==> src/rtl/unidade_controle_rodada_pkg.sv <==
// Shared types for the ultimate tic-tac-toe round controller.
// State codes are fixed numbers because the hex display and datapath decode them.
// Helper identifies the two move-waiting states where the timer runs.
package unidade_controle_rodada_pkg;

  typedef enum logic [3:0] {
    INICIAL       = 4'h0,
    PREPARA       = 4'h1,
    ESPERA_MACRO  = 4'h2,
    REG_MACRO     = 4'h3,
    VALIDA_MACRO  = 4'h4,
    ESPERA_MICRO  = 4'h5,
    REG_MICRO     = 4'h6,
    VALIDA_MICRO  = 4'h7,
    ESCREVE       = 4'h8,
    CHECA_MICRO   = 4'h9,
    ESCREVE_MACRO = 4'hA,
    CHECA_FIM     = 4'hB,
    TROCA         = 4'hC,
    DESTINO       = 4'hD,
    FIM           = 4'hE
  } estado_t;

  function automatic logic eh_espera(input estado_t e);
    return (e == ESPERA_MACRO) || (e == ESPERA_MICRO);
  endfunction

endpackage

==> src/rtl/unidade_controle_rodada_contador_timeout.sv <==
// Per-move timer: counts while enabled, saturates at TIMEOUT and flags o_fim.
// Latency: o_fim is a decode of the registered count (visible the cycle count==TIMEOUT).
// No backpressure; TIMEOUT=0 keeps o_fim low forever.
module contador_timeout #(
  parameter int TIMEOUT = 5000,
  parameter int TW      = 13
) (
  input  logic i_clock,
  input  logic i_reset,
  input  logic i_limpa,
  input  logic i_conta,
  output logic o_fim
);

  logic [TW-1:0] r_valor;
  logic          w_fim;

  assign w_fim = (TIMEOUT != 0) && (r_valor == TW'(TIMEOUT));
  assign o_fim = w_fim;

  // count up while enabled, hold once the limit is reached so it never wraps
  always_ff @(posedge i_clock) begin
    if (i_reset || i_limpa) begin
      r_valor <= '0;
    end else if (i_conta && !w_fim) begin
      r_valor <= r_valor + 1'b1;
    end
  end

endmodule

==> src/rtl/unidade_controle_rodada.sv <==
// Round-sequencing Moore FSM for ultimate tic-tac-toe; drives datapath strobes and prompts.
// Latency: outputs registered alongside state; accepted press to escreve_micro is 3 cycles.
// A move is taken only on a fresh press (button seen released in the waiting state first).
module unidade_controle_rodada
  import unidade_controle_rodada_pkg::*;
#(
  parameter int TIMEOUT = 5000,
  parameter int TW      = 13
) (
  input  logic       i_clock,
  input  logic       i_reset,
  input  logic       i_iniciar,
  input  logic       i_tem_jogada,
  input  logic       i_macro_valida,
  input  logic       i_destino_valido,
  input  logic       i_micro_livre,
  input  logic       i_micro_vencida,
  input  logic       i_fim_jogo,
  output logic       o_zera,
  output logic       o_registra_macro,
  output logic       o_carrega_destino,
  output logic       o_registra_micro,
  output logic       o_escreve_micro,
  output logic       o_escreve_macro,
  output logic       o_troca_jogador,
  output logic       o_jogar_macro,
  output logic       o_jogar_micro,
  output logic       o_pronto,
  output logic       o_timeout,
  output logic [3:0] o_db_estado
);

  estado_t    r_estado;
  logic       r_armado;
  logic       r_zera, r_registra_macro, r_carrega_destino, r_registra_micro;
  logic       r_escreve_micro, r_escreve_macro, r_troca_jogador;
  logic       r_jogar_macro, r_jogar_micro, r_pronto, r_timeout;
  logic [3:0] r_db_estado;

  estado_t    w_prox;
  logic       w_expirou;
  logic       w_pressao;
  logic       w_fim_tempo;

  contador_timeout #(
    .TIMEOUT (TIMEOUT),
    .TW      (TW)
  ) u_contador (
    .i_clock (i_clock),
    .i_reset (i_reset),
    .i_limpa (!eh_espera(r_estado)),
    .i_conta (eh_espera(r_estado)),
    .o_fim   (w_fim_tempo)
  );

  assign w_pressao = i_tem_jogada && r_armado;

  // next-state decision; timer expiry takes priority over a simultaneous press
  always_comb begin
    w_prox    = r_estado;
    w_expirou = 1'b0;
    case (r_estado)
      INICIAL:       if (i_iniciar) w_prox = PREPARA;
      PREPARA:       w_prox = ESPERA_MACRO;
      ESPERA_MACRO: begin
        if (w_fim_tempo) begin
          w_prox    = FIM;
          w_expirou = 1'b1;
        end else if (w_pressao) begin
          w_prox = REG_MACRO;
        end
      end
      REG_MACRO:     w_prox = VALIDA_MACRO;
      VALIDA_MACRO:  w_prox = i_macro_valida ? ESPERA_MICRO : ESPERA_MACRO;
      ESPERA_MICRO: begin
        if (w_fim_tempo) begin
          w_prox    = FIM;
          w_expirou = 1'b1;
        end else if (w_pressao) begin
          w_prox = REG_MICRO;
        end
      end
      REG_MICRO:     w_prox = VALIDA_MICRO;
      VALIDA_MICRO:  w_prox = i_micro_livre ? ESCREVE : ESPERA_MICRO;
      ESCREVE:       w_prox = CHECA_MICRO;
      CHECA_MICRO:   w_prox = i_micro_vencida ? ESCREVE_MACRO : CHECA_FIM;
      ESCREVE_MACRO: w_prox = CHECA_FIM;
      CHECA_FIM:     w_prox = i_fim_jogo ? FIM : TROCA;
      TROCA:         w_prox = DESTINO;
      DESTINO:       w_prox = i_destino_valido ? ESPERA_MICRO : ESPERA_MACRO;
      FIM:           if (i_iniciar) w_prox = PREPARA;
      default:       w_prox = INICIAL;
    endcase
  end

  // state, release-arming flag and registered output decodes of the next state
  always_ff @(posedge i_clock) begin
    if (i_reset) begin
      r_estado          <= INICIAL;
      r_armado          <= 1'b0;
      r_zera            <= 1'b0;
      r_registra_macro  <= 1'b0;
      r_carrega_destino <= 1'b0;
      r_registra_micro  <= 1'b0;
      r_escreve_micro   <= 1'b0;
      r_escreve_macro   <= 1'b0;
      r_troca_jogador   <= 1'b0;
      r_jogar_macro     <= 1'b0;
      r_jogar_micro     <= 1'b0;
      r_pronto          <= 1'b0;
      r_timeout         <= 1'b0;
      r_db_estado       <= 4'h0;
    end else begin
      r_estado          <= w_prox;
      // armed once the button has been seen released while staying in a waiting state
      r_armado          <= eh_espera(w_prox) && (w_prox == r_estado) &&
                           (r_armado || !i_tem_jogada);
      r_zera            <= (w_prox == PREPARA);
      r_registra_macro  <= (w_prox == REG_MACRO);
      r_carrega_destino <= (r_estado == DESTINO) && (w_prox == ESPERA_MICRO);
      r_registra_micro  <= (w_prox == REG_MICRO);
      r_escreve_micro   <= (w_prox == ESCREVE);
      r_escreve_macro   <= (w_prox == ESCREVE_MACRO);
      r_troca_jogador   <= (w_prox == TROCA);
      r_jogar_macro     <= (w_prox == ESPERA_MACRO);
      r_jogar_micro     <= (w_prox == ESPERA_MICRO);
      r_pronto          <= (w_prox == FIM);
      r_timeout         <= (w_prox == PREPARA) ? 1'b0 : (r_timeout || w_expirou);
      r_db_estado       <= w_prox;
    end
  end

  assign o_zera            = r_zera;
  assign o_registra_macro  = r_registra_macro;
  assign o_carrega_destino = r_carrega_destino;
  assign o_registra_micro  = r_registra_micro;
  assign o_escreve_micro   = r_escreve_micro;
  assign o_escreve_macro   = r_escreve_macro;
  assign o_troca_jogador   = r_troca_jogador;
  assign o_jogar_macro     = r_jogar_macro;
  assign o_jogar_micro     = r_jogar_micro;
  assign o_pronto          = r_pronto;
  assign o_timeout         = r_timeout;
  assign o_db_estado       = r_db_estado;

endmodule
==> config.mk <==
export PLATFORM = sky130hd
export DESIGN_NAME = unidade_controle_rodada
export DESIGN_NICKNAME = d
export VERILOG_FILES = /design/src/rtl/unidade_controle_rodada_pkg.sv /design/src/rtl/unidade_controle_rodada_contador_timeout.sv /design/src/rtl/unidade_controle_rodada.sv
export SDC_FILE = /design/constraint.sdc
export NUM_CORES = 1
export LEC_CHECK = 0
export ABC_CLOCK_PERIOD_IN_PS = 3550
export CORE_MARGIN = 8
export CORE_UTILIZATION = 50
export DETAILED_ROUTE_END_ITERATION = 16
export GPL_TIMING_DRIVEN = 0
export PLACE_DENSITY = 0.72
export SKIP_LAST_GASP = 1
export SLEW_MARGIN = 20
export SYNTH_ARGS = -nofsm -noshare
export SYNTH_HDL_FRONTEND = slang
export SYNTH_HIERARCHICAL = 1
export SYNTH_SLANG_ARGS = --single-unit
export TNS_END_PERCENT = 1
==> constraint.sdc <==
create_clock -name i_clock -period 3.55 [get_ports i_clock]
set_input_delay 0.71 -clock i_clock [delete_from_list [all_inputs] [get_ports i_clock]]
set_output_delay 0.71 -clock i_clock [all_outputs]
set_load 0.02 [all_outputs]
==> impl.org <==
** Floorplanning
- During I/O placement, the number of pins put on the boundary was 24.
- Initial standard-cell utilization of the core :: 0.515
- Die boundary width :: 74.4 um
- The region available for standard cell placement spans 0.00331 mm^2.
- The floorplan has 21 rows.
- Measured along the y axis, the die boundary spans 74.4 um.
- Die ar. :: 0.00554 mm^2

** Yosys
- Post-synth net total :: 213
- Top_reg_cell synth :: dfxtp_1
- Total standard cell area after synthesis :: 0.00171 mm^2
- Cell variety after synth :: 57
- Number of enable flip-flop cells after synthesis :: 0
- For this run, asynchronously set or reset flops after synthesis account for 0.
- The share of the Yosys chip area taken by registers is 0.340.
- Synthesis produced 202 cells.
- Number of storage elements in the synthesis netlist :: 29
- Avg Synthesized Cell Area :: 8.44 um^2
- Number of warning messages in the yosys log :: 6

** Clock network
- The H-tree generated during clock tree synthesis spans 2 levels.
- Total setup buffers inserted after CTS :: 0
- The later pin in the worst-skew pair is clocked with a latency of 0.33 ns.
- Count of hold buffers inserted by post-cts repair :: 0
- Gates resized during post-CTS repair numbered 0.
- Clock Root Buffer :: clkbuf_4
- TritonCTS built the clock tree.
- Number of buffers between clock root and the deepest sink :: 2
- TritonCTS created 5 clock buffers.
- Clock-pin slew was measured on the worst setup and hold paths at 0.11 ns.
- Clock tree synthesis found a total of 29 sinks.

** Drt
- In the final routed layout, each cell accounts on average for 15.9 um.
- The detailed router finished its first iteration with 184 violations.
- Via count :: 1,671
- Antenna violation net count after detailed routing :: 0
- After detailed routing, the number of remaining DRC violations is 0.
- In the routed layout, each cell is associated on average with a via count of 5.99.
- Length of the first detailed-routing pass in iterations :: 4
- Post-Route WL :: 4.43 mm

** Power and ir drop
- Leakage power summed over all cells :: 0.688 nW
- In this run the power density over the cells is 352 mW/mm^2.
- Worst VDD drop :: 0.239 mV

** Job
- The tool flagged a number of max-cap violations equal to 0.

** Timing
- Worst-Margin Slew :: 0.879 ns
- Adding up every negative setup slack in the final design gives 0 ns.
- RSZ-0062 raised after global routing :: false
- The total count of max-transition violations in the final report was 0.
- Setup-failing EPs final :: 0
- The number of failing hold endpoints at the final stage was 0.
- Hold is met by 0.486 ns.
- Setup skew after layout :: 0.00925 ns
- Post-route clock period utilization :: 0.809
- Static timing analysis puts the maximum clock frequency at 348 MHz.
- In this run the tightest slew margin relative to its limit is 0.410.
- The clock period could shrink to 2.87 ns.

** Placed design
- Number of instances in the placed design :: 271
- Input and output buffers added on the ports amount to 23.
- Final RePlAce weighted congestion :: 0.862
- After legalization and detailed placement, the total HPWL measured 3.27 mm.
- Area after DPL :: 0.00199 mm^2

** Layout
- Layout Area Growth over Synthesis :: 21.8%
- Highest-count cells in the layout ignoring fill and taps :: 29 x dfxtp_1, 23 x clkdlybuf4s50_1, 14 x nor2_1
- Commonest non-fill, non-tap cell in the layout :: dfxtp_1
- Once layout is done, the placed cells without fillers occupy 0.00208 mm^2.
- Fraction of layout cells with a size suffix above 1 :: 0.133
- Leaving out filler cells and counting taps, the final layout contains 279.
- Final #Nets :: 243
- Fill cells in the final layout number 330.
- Number of antenna repair diodes :: 0

** Critical path
- For the worst setup path, the data arrival time is 3.12 ns.
- For the worst setup path, the data required time is 3.79 ns.
- Of all nets on the critical path, the largest fanout is 7.
- Number of cells on the worst reg-to-reg path :: 8
- The worst setup path is captured at a register.
- Crit Path Category :: reg -> reg
- The worst setup path is launched from a register.

** Status
- The flow ran to the end, and the final reports show no timing, DRC or antenna violations.

** Hold path
- Kind of path behind the tightest hold check :: reg -> reg
- Counting instances, the worst hold path has a depth of 2.

** Global routing
- Number of global-route vias before repair :: 1,644
- Largest net degree at the start of global routing :: 12
- Antenna violations before repair :: 0
- Global-route wire length before repair :: 7.56 mm
- Across every metal layer, demand over resource in global routing totals 0.172.
- Grt total ovfl :: 0
==> layer usage <==
metal  share of wire  wire length [um]  vias up  track usage
met3           0.084               372        2       0.0633
li1                -                 -      823            -
met5               0                 0        -            0
met2            0.47              2070       61        0.278
met1            0.44              1960      785        0.207
met4          0.0052                23        0       0.0457
==> cells in the mapped netlist (2+ instances only) <==
| cell type | number | share of area |
|---|---|---|
| or4b_4 | 2 | 0.016 |
| nor4_1 | 5 | 0.018 |
| buf_4 | 2 | 0.0088 |
| or4_1 | 4 | 0.018 |
| nand2_1 | 12 | 0.026 |
| nand3_1 | 10 | 0.029 |
| a211oi_1 | 3 | 0.013 |
| o31ai_1 | 2 | 0.0088 |
| buf_6 | 3 | 0.020 |
| a21oi_1 | 12 | 0.035 |
| ha_1 | 2 | 0.015 |
| o21ai_1 | 2 | 0.0059 |
| nor2_1 | 14 | 0.031 |
| nor3_1 | 6 | 0.018 |
| o21ai_0 | 5 | 0.015 |
| dfxtp_1 | 29 | 0.34 |
| buf_1 | 2 | 0.0044 |
| xnor2_1 | 2 | 0.010 |
| nand2b_1 | 3 | 0.011 |
| xor2_1 | 2 | 0.010 |
| buf_2 | 5 | 0.015 |
| and4_1 | 2 | 0.010 |
| o211ai_1 | 3 | 0.013 |
| or3_1 | 5 | 0.018 |
| a311oi_1 | 2 | 0.010 |
| nand4_1 | 12 | 0.044 |
| a31oi_1 | 2 | 0.0073 |
| inv_1 | 8 | 0.018 |
| or3b_2 | 2 | 0.010 |
| clkbuf_1 | 2 | 0.0044 |
| nor4b_1 | 4 | 0.021 |
| mux2i_1 | 3 | 0.018 |
| nor2b_1 | 5 | 0.018 |
| o311ai_0 | 2 | 0.010 |
==> cells by family after synthesis <==
group | Yosys count | share of synthesized area
fa+ha+maj | 2 | 0.0147
mux | 3 | 0.0176
flops | 29 | 0.340
buf+inv | 23 | 0.0719
xor+xnor | 4 | 0.0205
simple gates | 95 | 0.337
compound gates | 46 | 0.198
==> report_power, final <==
part / switching (mW) / internal (mW)
combinational: 0.0694 / 0.0477
clock: 0.130 / 0.149
sequential: 0.00405 / 0.331
total: 0.203 / 0.527
==> sequential cells by signal (all words and copies together), names as in the netlist <==
signal and count:
o_carrega_destino 1, o_db_estado 4, o_troca_jogador 1, o_registra_macro 1
o_registra_micro 1, o_pronto 1, o_escreve_macro 1, o_zera 1
o_escreve_micro 1, o_jogar_macro 1, o_jogar_micro 1, u_contador/r_valor 13
r_armado 1, o_timeout 1
==> critical path, cell delays in order (launching register included) <==
cell      delay (ns)
dfxtp_1         0.39
or4b_4          0.59
nor3_1          0.74
nor2b_1         0.23
o211ai_1        0.12
nand4_1         0.23
and4_1          0.22
mux2i_1         0.07
nor4_1          0.19
==> final timing paths <==
kind,from,slack (ns),endpoint
setup / recovery,u_contador/r_valor[6]$_SDFFE_PP0P_,0.68,r_armado$_SDFF_PP0_
hold reg to reg,u_contador/r_valor[12]$_SDFFE_PP0P_,0.49,u_contador/r_valor[12]$_SDFFE_PP0P_
hold / removal,u_contador/r_valor[12]$_SDFFE_PP0P_,0.49,u_contador/r_valor[12]$_SDFFE_PP0P_
setup reg to reg,u_contador/r_valor[6]$_SDFFE_PP0P_,0.68,r_armado$_SDFF_PP0_
==> final cells by class <==
cell class | count | area [um^2] | share of cell area
timing repair buffer | 23 | 230 | 0.111
inverter | 9 | 33.8 | 0.0163
sequential | 29 | 581 | 0.280
multi-input combinational | 150 | 1000 | 0.483
clock inverter | 3 | 46.3 | 0.0223
buffer | 14 | 88.8 | 0.0428
clock buffer | 5 | 37.5 | 0.0181
tap | 46 | 57.6 | 0.0277
==> per-stage QoR <==
step	worst slack (ns)	utilization	total power, mW
after global routing	0.487	0.627	0.758
after detailed placement	0.752	0.602	0.457
after global placement	0.835	0.602	0.455
final	0.679	0.627	0.731
after floorplan	1.26	-	0.417
after CTS	0.730	0.627	0.733
Note: power is estimated with default switching activity, not from simulation.
